`config.mk`:
```
export PLATFORM = sky130hd
export DESIGN_NAME = cdb_arbiter
export DESIGN_NICKNAME = d
export VERILOG_FILES = /design/src/rtl/cdb_arbiter_pkg.sv /design/src/rtl/cdb_arbiter_picker.sv /design/src/rtl/cdb_arbiter.sv
export SDC_FILE = /design/constraint.sdc
export NUM_CORES = 1
export LEC_CHECK = 0
export BUFFER_PORTS_ARGS = -buffer_cell sky130_fd_sc_hd__buf_4
export CORE_AREA = 2 2 99 101
export CTS_CLUSTER_SIZE = 12
export DETAILED_ROUTE_END_ITERATION = 10
export DIE_AREA = 0 0 101 103
export PLACE_DENSITY_LB_ADDON = 0.12
export SKIP_CTS_REPAIR_TIMING = 1
export SLEW_MARGIN = 0
export SYNTH_ARGS = -nofsm -noshare
export SYNTH_HDL_FRONTEND = slang
export SYNTH_SLANG_ARGS = --single-unit
```
`constraint.sdc`:
```
create_clock -name clk_i -period 2.8 [get_ports clk_i]
set_input_delay 0.28 -clock clk_i [delete_from_list [all_inputs] [get_ports clk_i]]
set_output_delay 0.28 -clock clk_i [all_outputs]
set_load 0.02 [all_outputs]
```
`src/rtl/cdb_arbiter_pkg.sv`:
```
// ============================================================================
// Module : cdb_arbiter_pkg
// Brief  : Shared CDB packet type and sizing constants for the CDB arbiter.
// Rev    : 1.0  initial release
// ============================================================================
`default_nettype none

package cdb_arbiter_pkg;

    localparam int NUM_FU_DEFAULT = 4;
    localparam int TAG_W          = 6;
    localparam int DATA_W         = 32;

    typedef struct packed {
        logic              valid;
        logic [TAG_W-1:0]  tag;
        logic [DATA_W-1:0] data;
    } cdb_packet_s;

endpackage

`default_nettype wire

```
`src/rtl/cdb_arbiter_picker.sv`:
```
// ============================================================================
// Module : rr_priority_picker
// Brief  : Combinational round-robin search: first request at or after i_ptr.
// Rev    : 1.0  initial release
// ============================================================================
`default_nettype none

module rr_priority_picker #(
    parameter int NUM_FU = 4,
    parameter int PTR_W  = (NUM_FU > 1) ? $clog2(NUM_FU) : 1
) (
    input  logic [NUM_FU-1:0] i_req,
    input  logic [PTR_W-1:0]  i_ptr,
    output logic [NUM_FU-1:0] o_grant,
    output logic [PTR_W-1:0]  o_idx,
    output logic              o_found
);

    logic [PTR_W-1:0] w_cand;

    // Scan offsets from farthest to nearest so the nearest request wins last.
    always_comb begin
        o_grant = '0;
        o_idx   = '0;
        o_found = 1'b0;
        w_cand  = '0;
        for (int i = NUM_FU - 1; i >= 0; i--) begin
            w_cand = PTR_W'((int'(i_ptr) + i) % NUM_FU);
            if (i_req[w_cand]) begin
                o_found = 1'b1;
                o_idx   = w_cand;
            end
        end
        if (o_found) begin
            o_grant[o_idx] = 1'b1;
        end
    end

endmodule

`default_nettype wire

```
`src/rtl/cdb_arbiter.sv`:
```
// ============================================================================
// Module : cdb_arbiter
// Brief  : Round-robin common-data-bus arbiter with registered broadcast.
// Rev    : 1.0  initial release
// ============================================================================
`default_nettype none

module cdb_arbiter
    import cdb_arbiter_pkg::*;
#(
    parameter int NUM_FU = NUM_FU_DEFAULT
) (
    input  logic                     clk_i,
    input  logic                     reset_i,
    input  cdb_packet_s [NUM_FU-1:0] fu_result_i,
    input  logic                     flush_i,
    output logic [NUM_FU-1:0]        grant_o,
    output cdb_packet_s              cdb_o,
    output logic [31:0]              bcast_count_o
);

    localparam int PTR_W = (NUM_FU > 1) ? $clog2(NUM_FU) : 1;

    logic [PTR_W-1:0]  r_rr_ptr;
    cdb_packet_s       r_cdb;
    logic [31:0]       r_bcast_count;

    logic [NUM_FU-1:0] w_req;
    logic [NUM_FU-1:0] w_pick_grant;
    logic [PTR_W-1:0]  w_win_idx;
    logic              w_found;
    logic              w_grant_any;

    always_comb begin
        w_req = '0;
        for (int i = 0; i < NUM_FU; i++) begin
            w_req[i] = fu_result_i[i].valid;
        end
    end

    rr_priority_picker #(
        .NUM_FU (NUM_FU),
        .PTR_W  (PTR_W)
    ) u_picker (
        .i_req   (w_req),
        .i_ptr   (r_rr_ptr),
        .o_grant (w_pick_grant),
        .o_idx   (w_win_idx),
        .o_found (w_found)
    );

    // Reset masks the grant combinationally so it is zero regardless of the clock.
    assign w_grant_any = w_found & ~flush_i & ~reset_i;
    assign grant_o     = w_grant_any ? w_pick_grant : '0;

    always_ff @(posedge clk_i or posedge reset_i) begin
        if (reset_i) begin
            r_rr_ptr      <= '0;
            r_cdb         <= '0;
            r_bcast_count <= '0;
        end else if (w_grant_any) begin
            r_rr_ptr      <= (w_win_idx == PTR_W'(NUM_FU - 1)) ? '0 : w_win_idx + 1'b1;
            r_cdb         <= fu_result_i[w_win_idx];
            r_cdb.valid   <= 1'b1;
            r_bcast_count <= r_bcast_count + 32'd1;
        end else begin
            r_cdb         <= '0;
        end
    end

    assign cdb_o         = r_cdb;
    assign bcast_count_o = r_bcast_count;

endmodule

`default_nettype wire

```
==> results.ini <==
[cts]
clkTransAtPathRegs_ns = 0.09
htree_num_levels = 3
cts_buffers = 9
cts_tree = yes
clock_sinks = 73
worstSkewPairLatency_ns = 0.35
root_buffer = clkbuf_8
cts_max_path_buffers = 2

[timing]
fmax_mhz = 415.9
finalMaxSlewViolations = 0
finalHoldViolCount = 0
final.period_utilization_pct = 85.87
min_period_ns = 2.404
fin_tns_setup_ns = 0
setup_ws_ns = 0.3958
clock_skew_ns = 0.01676
rsz0062_at_grt = no
max_slew.worst_pin.slew_ns = 0.6739
slew_headroom_pct = 55.01
setup_viol = 0

[logic_synthesis]
synth_area_leaders = dfrtp_1 44%, mux2i_1 19%, o22ai_2 12%
synth_area_leader_cell = dfrtp_1
syn-instance-count = 317
synthesis.nets = 478
yosysTopAreaCellShare_pct = 44.39
synth-seq-cells = 73
avgSynthCellArea_um2 = 12.98
yosysWarnings = 0
syn_area_um2 = 4115
ys_seq_area_share_pct = 44.39
yosysUniqueCellTypes = 38

[floorplan]
fp.coreArea_um2 = 9459
start_util_pct = 43.51
die_width_um = 101
die_h_um = 103
rows = 36
dieArea_um2 = 10400
boundaryPins = 234

[worst_hold_path]
min_path_type = input port to async pin

[worst_setup_path]
endpoint_kind = output pin
crit_type = flop to output pin
cp_slowest_cell = dfrtp_1
worstPathRequired_ns = 2.52
crit_family = buffers and inverters
start_kind = flop
path_cells = mux2i_1 -> a221oi_4 -> buf_4 -> ha_1 -> and3_1 -> buf_4
path_max_fanout = 18
arrival_ns = 2.12
slowest_delay_ns = 0.44
path_buf_inv = 2
path_common_cell = buf_4

[placed_design]
gp_congestion = 0.7784
post-dp-hpwl_um = 8426
portBuffers = 233
place_inst = 651
place_ws_ns = 0.7536

[cells_and_area]
diodes = 0
area_growth_syn_to_layout_pct = 48.46
drive_gt1_share_pct = 55.33
final_cells = 667
final_core_util_pct = 64.59
nets = 709

[global_routing]
grt_overflow_total = 0
grt_pass1_vias = 3391
grt_max_degree = 64
grt_first_pass_wirelength_um = 16220
grt_usage_pct = 20.35
antenna_found_initial = 0

[pwr]
p_leak_nw = 3.168
powerDensity_nw_per_um2 = 592.1
ir_drop_mv = 0.4069

[job]
max-cap-violations = 0

[drt]
drcViolationCount = 0
routed_wl_um = 10970
viasPerCell = 5.069
drt_iter0_drc = 49
drt_first_pass_iters = 4
ant_nets = 0
vias = 3381
wire_per_inst_um = 16.45

[run_status]
status = completed

## cell families after synthesis
kind of cell / Yosys count / synth area share [%]
AOI/OAI and AO/OA: 43 / 12.50
buffers and inverters: 21 / 6.385
xor gates and xnor gates: 31 / 6.598
DFF: 73 / 44.39
and+or+nand+nor: 70 / 10.79
adders and majority gates: 2 / 0.6080
muxes: 77 / 18.73
## cell type report
| type | count | area (µm²) |
|---|---|---|
| multi-input cells | 223 | 2037 |
| clock inverters | 6 | 115.1 |
| flip-flops and latches | 73 | 1827 |
| fillers | 742 | 3349 |
| inverters | 3 | 13.76 |
| well taps | 114 | 142.6 |
| clock buffers | 10 | 137.6 |
| repair buffers | 238 | 1837 |
## flip-flops by register name (all words and copies together), names as in the netlist
register       cells
cdb_o             39
bcast_count_o     32
r_rr_ptr           2
## per-layer routing
layer	vias to the layer above	track usage, %	part of all wire, %
met5	-	0	0
met4	0	8.628	2.3
met3	19	5.898	6.6
met2	128	35.95	53
met1	1605	23.09	38
li1	1629	-	-
## cells in the mapped netlist, drive strengths merged
cell type and number:
mux2i 77, dfrtp 73, o22ai 38, xnor2 25, nand2 20, buf 18, nand3 12, and3 9
nand4 9, nor2 8, xor2 6, and4 4, inv 3, ha 2, nand2b 2, o21ai 2
a211o 1, a21oi 1, a221oi 1, and2 1, nor2b 1, nor3 1, nor3b 1, nor4 1
or4 1
## path summary, 6_finish.rpt
| kind | start | slack [ns] | depth (start not counted) | endpoint |
|---|---|---|---|---|
| worst max-delay path | r_rr_ptr[1]$_DFFE_PP0P_ | 0.40 | 6 | grant_o[3] |
| worst min-delay path | reset_i | 0.04 | 2 | cdb_o[34]$_DFF_PP0_ |
| worst max register to register | r_rr_ptr[1]$_DFFE_PP0P_ | 0.81 | 5 | cdb_o[31]$_DFF_PP0_ |
| worst min register to register | bcast_count_o[31]$_DFFE_PP0P_ | 0.48 | 1 | bcast_count_o[31]$_DFFE_PP0P_ |
| max in group asynchronous | reset_i | 2.08 | 3 | bcast_count_o[19]$_DFFE_PP0P_ |
| min in group clk_i | fu_result_i[26] | 0.22 | 3 | cdb_o[26]$_DFF_PP0_ |
## layout by cell type, fill, tap and decap left out, types with 2 or more instances in the layout
| cell type | instances |
|---|---|
| nand3_1 | 11 |
| nand4_1 | 9 |
| nand2b_1 | 2 |
| ha_1 | 2 |
| buf_4 | 234 |
| inv_2 | 2 |
| o22ai_2 | 38 |
| clkbuf_8 | 10 |
| bufinv_16 | 3 |
| nand2_4 | 2 |
| nand2_1 | 17 |
| and3_1 | 8 |
| buf_12 | 4 |
| xor2_1 | 6 |
| mux2i_1 | 77 |
| dfrtp_1 | 73 |
| clkinv_4 | 2 |
| and4_1 | 3 |
| xnor2_1 | 25 |
| nor2_1 | 7 |
## power by group
part           leakage [nW]  internal, mW  switching, mW
registers             0.989          1.17         0.0926
logic                  2.06         0.650          0.665
clock network         0.123         0.620          0.418
## per-stage QoR
stage          hold slack (ns)  total power [mW]  instance area [µm²]
6_report               0.03875             3.618                 6110
5_1_grt                0.08641             3.792                 6110
4_1_cts                0.06117             3.661                 6110
3_5_place_dp            0.4500             2.620                 5857
3_3_place_gp            0.4334             2.592                 5857
2_1_floorplan           0.4555             2.223                 4115
Note: power is estimated with default switching activity, not from simulation.
